===== src/rtl/cmp_unit_arbiter_pkg.sv =====
// Shared types and constants for the compare-unit arbiter.
// State encoding, default sizes and the pointer-width helper.
package cmp_unit_arbiter_pkg;

    localparam int DEFAULT_NREQ  = 4;
    localparam int DEFAULT_WIDTH = 16;

    typedef enum logic [1:0] {
        IDLE = 2'd0,
        EXEC = 2'd1,
        RESP = 2'd2
    } state_e;

    // Bits needed to hold a requester index (at least 1).
    function automatic int ptr_width(input int n);
        return (n <= 2) ? 1 : $clog2(n);
    endfunction

    localparam int DEFAULT_PTR_W = ptr_width(DEFAULT_NREQ);

endpackage


===== src/rtl/cmp_unit_arbiter_if.sv =====
// Request/response bundle between requesters and the compare unit.
// master = requester side, slave = arbiter side.
interface cmp_unit_arbiter_if #(
    parameter int NREQ  = 4,
    parameter int WIDTH = 16
);
    logic [NREQ-1:0]       req_valid;
    logic [NREQ-1:0]       req_ready;
    logic [NREQ*WIDTH-1:0] req_a;
    logic [NREQ*WIDTH-1:0] req_b;
    logic                  rsp_valid;
    logic                  rsp_ready;
    logic [NREQ-1:0]       rsp_id;
    logic [WIDTH-1:0]      rsp_diff;
    logic                  rsp_cout;
    logic                  rsp_ltu;
    logic                  rsp_lts;
    logic                  rsp_eq;

    modport master (
        output req_valid, req_a, req_b, rsp_ready,
        input  req_ready, rsp_valid, rsp_id, rsp_diff,
        input  rsp_cout, rsp_ltu, rsp_lts, rsp_eq
    );

    modport slave (
        input  req_valid, req_a, req_b, rsp_ready,
        output req_ready, rsp_valid, rsp_id, rsp_diff,
        output rsp_cout, rsp_ltu, rsp_lts, rsp_eq
    );

endinterface


===== src/rtl/cmp_unit_arbiter_rr_arbiter.sv =====
// Round-robin priority picker: first set request at or after ptr.
// Produces a one-hot grant and the winner's encoded index.
module cmp_unit_arbiter_rr_arbiter
    import cmp_unit_arbiter_pkg::*;
#(
    parameter int NREQ = DEFAULT_NREQ,
    parameter int PW   = ptr_width(NREQ)
) (
    input  logic [NREQ-1:0] req,
    input  logic [PW-1:0]   ptr,
    output logic [NREQ-1:0] gnt,
    output logic [PW-1:0]   idx
);

    // Scan ptr, ptr+1, ... wrapping at NREQ-1; first hit wins.
    always_comb begin
        gnt = '0;
        idx = '0;
        for (int i = 0; i < NREQ; i++) begin
            int j;
            j = int'(ptr) + i;
            if (j >= NREQ) j = j - NREQ;
            if (gnt == '0 && req[j]) begin
                gnt[j] = 1'b1;
                idx    = PW'(j);
            end
        end
    end

endmodule


===== src/rtl/cmp_unit_arbiter.sv =====
// One shared WIDTH-bit subtract/compare unit, round-robin arbitrated.
// Sequence per op: grant (IDLE) -> compute (EXEC) -> hold result (RESP).
module cmp_unit_arbiter
    import cmp_unit_arbiter_pkg::*;
#(
    parameter int NREQ  = DEFAULT_NREQ,
    parameter int WIDTH = DEFAULT_WIDTH
) (
    input  logic               clk,
    input  logic               rst_n,
    cmp_unit_arbiter_if.slave  bus,
    output logic               busy
);

    localparam int PW = ptr_width(NREQ);

    state_e           state_q, state_d;
    logic [PW-1:0]    ptr_q, ptr_d;
    logic [WIDTH-1:0] a_q, a_d;
    logic [WIDTH-1:0] b_q, b_d;
    logic [NREQ-1:0]  id_q, id_d;
    logic             rsp_valid_q, rsp_valid_d;
    logic [NREQ-1:0]  rsp_id_q, rsp_id_d;
    logic [WIDTH-1:0] diff_q, diff_d;
    logic             cout_q, cout_d;
    logic             ltu_q, ltu_d;
    logic             lts_q, lts_d;
    logic             eq_q, eq_d;

    logic [NREQ-1:0]  gnt;
    logic [PW-1:0]    win_idx;
    logic [PW-1:0]    ptr_nxt;
    logic [WIDTH-1:0] a_sel, b_sel;
    logic [WIDTH:0]   sum;
    logic             ovf;

    cmp_unit_arbiter_rr_arbiter #(
        .NREQ (NREQ),
        .PW   (PW)
    ) u_rr (
        .req (bus.req_valid),
        .ptr (ptr_q),
        .gnt (gnt),
        .idx (win_idx)
    );

    assign ptr_nxt = (int'(win_idx) == NREQ - 1) ? '0 : win_idx + PW'(1);

    // Select the winner's operands for capture at the grant edge.
    always_comb begin
        a_sel = '0;
        b_sel = '0;
        for (int i = 0; i < NREQ; i++) begin
            if (gnt[i]) begin
                a_sel = a_sel | bus.req_a[i*WIDTH +: WIDTH];
                b_sel = b_sel | bus.req_b[i*WIDTH +: WIDTH];
            end
        end
    end

    // Shared core: A + ~B + 1 with carry, plus signed overflow.
    assign sum = {1'b0, a_q} + {1'b0, ~b_q} + {{WIDTH{1'b0}}, 1'b1};
    assign ovf = (a_q[WIDTH-1] != b_q[WIDTH-1]) &&
                 (sum[WIDTH-1] != a_q[WIDTH-1]);

    // Next-state and next-output logic for the grant/exec/resp sequence.
    always_comb begin
        state_d     = state_q;
        ptr_d       = ptr_q;
        a_d         = a_q;
        b_d         = b_q;
        id_d        = id_q;
        rsp_valid_d = rsp_valid_q;
        rsp_id_d    = rsp_id_q;
        diff_d      = diff_q;
        cout_d      = cout_q;
        ltu_d       = ltu_q;
        lts_d       = lts_q;
        eq_d        = eq_q;
        unique case (state_q)
            IDLE: begin
                if (|bus.req_valid) begin
                    a_d     = a_sel;
                    b_d     = b_sel;
                    id_d    = gnt;
                    ptr_d   = ptr_nxt;
                    state_d = EXEC;
                end
            end
            EXEC: begin
                diff_d      = sum[WIDTH-1:0];
                cout_d      = sum[WIDTH];
                ltu_d       = ~sum[WIDTH];
                lts_d       = sum[WIDTH-1] ^ ovf;
                eq_d        = (sum[WIDTH-1:0] == '0);
                rsp_id_d    = id_q;
                rsp_valid_d = 1'b1;
                state_d     = RESP;
            end
            RESP: begin
                if (bus.rsp_ready) begin
                    rsp_valid_d = 1'b0;
                    state_d     = IDLE;
                end
            end
            default: begin
                rsp_valid_d = 1'b0;
                state_d     = IDLE;
            end
        endcase
    end

    // State, pointer, operand and response registers.
    always_ff @(posedge clk or negedge rst_n) begin
        if (!rst_n) begin
            state_q     <= IDLE;
            ptr_q       <= '0;
            a_q         <= '0;
            b_q         <= '0;
            id_q        <= '0;
            rsp_valid_q <= 1'b0;
            rsp_id_q    <= '0;
            diff_q      <= '0;
            cout_q      <= 1'b0;
            ltu_q       <= 1'b0;
            lts_q       <= 1'b0;
            eq_q        <= 1'b0;
        end else begin
            state_q     <= state_d;
            ptr_q       <= ptr_d;
            a_q         <= a_d;
            b_q         <= b_d;
            id_q        <= id_d;
            rsp_valid_q <= rsp_valid_d;
            rsp_id_q    <= rsp_id_d;
            diff_q      <= diff_d;
            cout_q      <= cout_d;
            ltu_q       <= ltu_d;
            lts_q       <= lts_d;
            eq_q        <= eq_d;
        end
    end

    // Grant is only offered while idle and out of reset.
    assign bus.req_ready = (rst_n && state_q == IDLE) ? gnt : '0;
    assign bus.rsp_valid = rsp_valid_q;
    assign bus.rsp_id    = rsp_id_q;
    assign bus.rsp_diff  = diff_q;
    assign bus.rsp_cout  = cout_q;
    assign bus.rsp_ltu   = ltu_q;
    assign bus.rsp_lts   = lts_q;
    assign bus.rsp_eq    = eq_q;
    assign busy          = (state_q != IDLE);

endmodule


===== src/flat_wrapper.sv =====
// flat-port wrapper written by rule: the top's interface ports become plain ports
module cmp_unit_arbiter_flat import cmp_unit_arbiter_pkg::*;
#(
    parameter int NREQ  = DEFAULT_NREQ,
    parameter int WIDTH = DEFAULT_WIDTH
)
  (clk, rst_n, busy, bus_req_valid, bus_req_a, bus_req_b, bus_rsp_ready, bus_req_ready, bus_rsp_valid, bus_rsp_id, bus_rsp_diff, bus_rsp_cout, bus_rsp_ltu, bus_rsp_lts, bus_rsp_eq);
  cmp_unit_arbiter_if #(.NREQ(NREQ), .WIDTH(WIDTH)) bus_i ();
  input  logic clk;
  input  logic rst_n;
  output logic busy;
  input wire logic [$bits(bus_i.req_valid)-1:0] bus_req_valid;
  input wire logic [$bits(bus_i.req_a)-1:0] bus_req_a;
  input wire logic [$bits(bus_i.req_b)-1:0] bus_req_b;
  input wire logic [$bits(bus_i.rsp_ready)-1:0] bus_rsp_ready;
  output wire logic [$bits(bus_i.req_ready)-1:0] bus_req_ready;
  output wire logic [$bits(bus_i.rsp_valid)-1:0] bus_rsp_valid;
  output wire logic [$bits(bus_i.rsp_id)-1:0] bus_rsp_id;
  output wire logic [$bits(bus_i.rsp_diff)-1:0] bus_rsp_diff;
  output wire logic [$bits(bus_i.rsp_cout)-1:0] bus_rsp_cout;
  output wire logic [$bits(bus_i.rsp_ltu)-1:0] bus_rsp_ltu;
  output wire logic [$bits(bus_i.rsp_lts)-1:0] bus_rsp_lts;
  output wire logic [$bits(bus_i.rsp_eq)-1:0] bus_rsp_eq;
  assign bus_i.req_valid = bus_req_valid;
  assign bus_i.req_a = bus_req_a;
  assign bus_i.req_b = bus_req_b;
  assign bus_i.rsp_ready = bus_rsp_ready;
  assign bus_req_ready = bus_i.req_ready;
  assign bus_rsp_valid = bus_i.rsp_valid;
  assign bus_rsp_id = bus_i.rsp_id;
  assign bus_rsp_diff = bus_i.rsp_diff;
  assign bus_rsp_cout = bus_i.rsp_cout;
  assign bus_rsp_ltu = bus_i.rsp_ltu;
  assign bus_rsp_lts = bus_i.rsp_lts;
  assign bus_rsp_eq = bus_i.rsp_eq;
  cmp_unit_arbiter #(.NREQ(NREQ), .WIDTH(WIDTH)) u_core (.clk(clk), .rst_n(rst_n), .bus(bus_i), .busy(busy));
endmodule

===== config.mk =====
export PLATFORM = sky130hd
export DESIGN_NAME = cmp_unit_arbiter_flat
export DESIGN_NICKNAME = d
export VERILOG_FILES = /design/src/rtl/cmp_unit_arbiter_pkg.sv /design/src/rtl/cmp_unit_arbiter_if.sv /design/src/rtl/cmp_unit_arbiter_rr_arbiter.sv /design/src/rtl/cmp_unit_arbiter.sv /design/src/flat_wrapper.sv
export SDC_FILE = /design/constraint.sdc
export NUM_CORES = 1
export LEC_CHECK = 0
export ABC_AREA = 1
export BUFFER_PORTS_ARGS = -buffer_cell sky130_fd_sc_hd__buf_2
export CORE_MARGIN = 10
export CORE_UTILIZATION = 47
export DETAILED_ROUTE_END_ITERATION = 10
export PLACE_DENSITY = 0.78
export SYNTH_ARGS = -nofsm -noshare
export SYNTH_HDL_FRONTEND = slang
export SYNTH_SLANG_ARGS = --single-unit

===== constraint.sdc =====
create_clock -name clk -period 2.9 [get_ports clk]
set_input_delay 0.29 -clock clk [delete_from_list [all_inputs] [get_ports clk]]
set_output_delay 0.29 -clock clk [all_outputs]
set_load 0.02 [all_outputs]

## Yosys cells after proc, flatten, opt, wreduce, memory -nomap -nowiden

Index checks and enable logic that the tools add are counted.

| operators by class | value |
|---|---|
| add/sub/neg operators | 10 |
| magnitude comparators | 12 |
| equality and inequality tests | 7 |
| multiplexer cells | 47 |
| bitwise operators | 13 |
| reduce and logical (&&, ||, !) cells | 19 |

Operator list:

| operator | number |
|---|---|
| 32-bit by 1-bit greater-or-equal comparator with 1-bit output, second input constant | 4 |
| 32-bit by 4-bit less-than comparator with 1-bit output, second input constant | 4 |
| 16-bit two-way mux | 8 |
| 32-bit two-way mux | 4 |
| 16-bit bitwise OR | 6 |
| 4-bit two-way mux | 5 |
| 16-bit by 16-bit adder with 17-bit output | 1 |
| 17-bit by 1-bit adder with 17-bit output, second input constant | 1 |
| 16-bit zero test | 1 |
| 16-bit inverter | 1 |
| 2-bit two-way mux | 7 |
| 1-bit two-way mux | 13 |
| 4-bit zero test | 3 |
| 4-bit bitwise OR | 3 |
| 3-bit by 3-bit subtractor with 4-bit output, second input constant | 3 |
| 3-bit greater-or-equal comparator, second input constant | 3 |
| 1-bit logical AND | 9 |
| 1-bit binary-select mux with 2-bit select | 4 |
| 1-bit demux with 2-bit select | 4 |
| 2-bit by 2-bit adder with 3-bit output, second input constant | 2 |
| 2-bit one-hot mux with 3 select lines | 1 |
| 2-bit AND reduction | 3 |
| 2-bit by 1-bit == test with 1-bit output, second input constant | 2 |
| 4-bit OR reduction | 1 |
| other kinds (13) | 15 |

| storage, ports and cells | value |
|---|---|
| register bits after elaboration | 65 |
| output and inout port bits | 30 |
| logic and storage cells | 120 |

## Logic depth before layout (Yosys ltp)

| depth | value |
|---|---|
| depth after elaboration | 23 |
| depth in mapped cells | 20 |

## Modules after synthesis

Synthesis repeated with hierarchy kept, for this count alone.

| second synthesis, totals | value |
|---|---|
| cells, all modules | 668 |
| area total of the unflattened synthesis | 4734.5 um^2 |

Modules (own cells, without submodules):

| module | instances | cells each | area each (um^2) |
|---|---|---|---|
| cmp_unit_arbiter | 1 | 569 | 4141.5 |
| cmp_unit_arbiter_rr_arbiter | 1 | 99 | 593.1 |

## Least setup slack after synthesis

No wires, ideal clock.

| timing path | value |
|---|---|
| path type | register to output |
| start point | register (tool-made name) |
| end point | output port bus_req_ready[0] |
| data arrival time | 2.707 ns |
| required time | 2.610 ns |
| slack | -0.097 ns |
| stages on the path, launching flop included | 19 |
| buffers on the path | 2 |
| cell sequence | dfrtp_1 > buf_4 > clkinv_4 > ha_1 > inv_1 > nand3_1 > o21ai_1 > a21oi_4 > nand3_1 > nand3_1 > inv_1 > nand3_1 > nand3_2 > nor2_8 > nand3_1 > nand2_2 > buf_4 > inv_1 > nor2_1 |

RTL lines:

| what | RTL line | RTL |
|---|---|---|
| to (decl) | flat_wrapper.sv:16 | `output wire logic [$bits(bus_i.req_ready)-1:0] bus_req_ready;` |

==> impl_metrics.tcl <==
set metrics [dict create \
    cts.sinks 65 \
    synth_xor_area_frac 0.01792 \
    ys_top_cells_by_count "164 x nand3_1, 149 x nand2_1, 118 x nor2_1, 65 x dfrtp_1, 55 x inv_1" \
    seq_area_frac_synth 0.3328 \
    clkLatencyLatePin_ns 0.35 \
    multi_input_area_sq_um 3294 \
    hold_viol 0 \
    cp-end-kind "output port" \
    path_common_cell "nand3_2" \
    grt_pass1_vias 5681 \
    grt_overflow 0 \
    rsz0062_at_grt "yes" \
    synth_top_family_by_area "simple AND/OR/NAND/NOR gates" \
    synth_top_area_frac 0.3328 \
    startpoint_type "flip-flop" \
    skew_ns 0.009761 \
    port_buffers 164 \
    die_y_microns 122.0 \
    synth_fa_ha_area_frac 0.06964 \
    fill_cells 804 \
    path_max_fanout 7 \
    synth_edf_count 0 \
    clock_tree.root_cell "clkbuf_8" \
    grt_max_degree 59 \
    clock_path_buffers 2 \
    synth-simple-area-share 0.4275 \
    path_class "flip-flop to output port" \
    layout-drive-gt1-share 0.3583 \
    dp_cells 1000 \
    syn_inst 716 \
    period_share 1.095 \
    violations "negative setup slack" \
    ant_nets 0 \
    arrival_ns 2.89 \
    final-setup-viol-count 37 \
    critical-path-max-stage-delay_ns 0.42 \
    drv_cap 0 \
    status "finished, violations left" \
    cts.clk_slew.worst_paths_ns 0.07 \
    dp_slack_ns -0.06829 \
    antenna_found_initial 0 \
    synth-compound-area-share 0.07168 \
    ios 165 \
    grt_usage 0.2242 \
    register_area_sq_um 1628 \
    wl_microns 19440 \
    synth_top_area_cell "dfrtp_1" \
    worst_pin_slew_ns 1.007 \
    min_path_type "input pin to async pin" \
    dr.pass1.iters 6 \
    cts_buffers 9 \
    synth_fp_nets 877 \
    hpwl_microns 12580 \
    coreArea_sq_um 10230 \
    period_needed_ns 3.176 \
    cp_slowest_cell "dfrtp_2" \
    slew_headroom 0.3277 \
    critPathTopFamily "simple AND/OR/NAND/NOR gates" \
    crit_required_ns 2.61 \
    drc 0 \
    holdBufCountCts 0 \
    syn_to_final_growth_pct 42.81 \
    start_util 0.4777 \
    htreeDepth 3 \
    crit_buf_inv 4 \
    via_count 5991 \
    stdcell_count 1057 \
    yosys_warnings 0 \
    num_antenna_cells 0 \
    ys_seq_elements 65 \
    synth_area_leaders "dfrtp_1 33%, nand3_1 17%, nand2_1 11%, nor2_1 9.1%, ha_1 6.1%" \
    synthesis.area_sq_um 4887 \
    row_count 37 \
    ys.flop_type "dfrtp_1" \
    drt-initial-drc-count 762 \
    slew_viol_final 0 \
    synth.distinct_cells 34 \
    max_freq_mhz 314.9 \
    path_cells "clkinv_4, ha_4, inv_4, nand3_2, o21ai_2, a21oi_4, nand3_2, nand3_2, nor2_4, nand3_2, nand2_4, nor2_8, nand3_2, nand2_2, inv_2, nor2_2, buf_6" \
    synth_mux_area_frac 0 \
    tritoncts "built" \
    avgRoutedWirePerCell_microns 18.40 \
    final_nets 1079 \
    async_flop_share 1.000 \
    routed_via_density 5.668 \
    dieWidth_microns 122.0 \
    setup_slack_ns -0.2761 \
    dieArea_sq_um 14880 \
    grt_pass1_wl_microns 27140 \
    gp_congestion 0.9043 \
    yosysMostFrequentCell "nand3_1" \
    syn_avg_cell_area_sq_um 6.826 \
]
==> repair_timing <==
item,4_1_cts,5_1_grt
setup buffers,19,18
setup endpoints to repair,16,39
hold endpoints to repair,0,0
cloned,1,6
pin swaps,16,41
resized for setup,42,61
==> per-layer routing <==
layer | track usage | share of wire | up-vias | routed length [microns]
li1 | - | - | 2756 | -
met1 | 0.2654 | 0.38 | 2715 | 7428
met5 | 0 | 0 | - | 0
met2 | 0.3748 | 0.47 | 415 | 9200
met4 | 0.09836 | 0.049 | 0 | 944
met3 | 0.05828 | 0.096 | 105 | 1870
==> worst paths after layout <==
check | start | endpoint | slack, ns | depth (start not counted)
max | flip-flop | bus_req_ready[0] | -0.28 | 17
min | rst_n | u_core.id_q[1] | 0.008 | 2
max reg2reg | flip-flop | u_core.id_q[0] | -0.16 | 21
min reg2reg | u_core.bus.rsp_lts | u_core.bus.rsp_lts | 0.47 | 2
max in group asynchronous | rst_n | async pin | 2.06 | 3
min in group clk | bus_rsp_ready | u_core.bus.rsp_valid | 0.26 | 4
==> per-stage QoR <==
| step | TNS, ns | utilization | hold WS [ns] | cell area [sq um] |
|---|---|---|---|---|
| after floorplan | -0.01356 | - | -0.005591 | 4912 |
| after global placement | 0 | 0.5822 | 0.4169 | 5957 |
| after detailed placement | -0.2603 | 0.5822 | 0.4100 | 5957 |
| after CTS | -0.6873 | 0.6336 | 0.03447 | 6482 |
| after global routing | -6.534 | 0.6822 | 0.04661 | 6979 |
| final | -3.485 | 0.6822 | 0.007637 | 6979 |
==> registers in the layout, summed over array words and instances, names as in the netlist, named ones only <==
signal                cells
u_core.a_q               16
u_core.b_q               16
u_core.bus.rsp_diff      16
u_core.bus.rsp_id         4
u_core.id_q               4
u_core.state_q            2
u_core.bus.rsp_cout       1
u_core.bus.rsp_eq         1
u_core.bus.rsp_lts        1
u_core.bus.rsp_ltu        1
u_core.bus.rsp_valid      1
u_core.ptr_q              1
==> layout make-up <==
class,count,share of cell area
clock buffer,11,0.02169
clock inverter,3,0.002510
inverter,57,0.03173
multi-input combinational,562,0.4720
sequential,65,0.2332
tap,136,0.02438
timing repair buffer,223,0.2144
==> logic make-up (layout without fill, tap and decap cells) <==
family,count (synthesis),after routing
buf+inv,90,294
flops,65,65
fa+ha+maj,26,26
compound gates,62,62
xor+xnor,10,10
simple gates,463,464
==> cell usage in the layout, fill, tap and decap left out, types with 6 or more instances in the layout <==
master / instances
buf_2: 161
nand2_1: 140
nand3_1: 132
nor2_1: 105
dfrtp_1: 64
inv_1: 52
buf_4: 39
nand3_2: 34
o21ai_0: 30
ha_1: 21
a21oi_1: 13
clkbuf_8: 11
nor2_2: 9
nand2_2: 8
nand2_4: 8
buf_6: 8
buf_12: 8
xor2_1: 7
nand3_4: 6
Power is not shown: default switching activity piles up to over one toggle a cycle in this logic, so the estimate is an artifact.
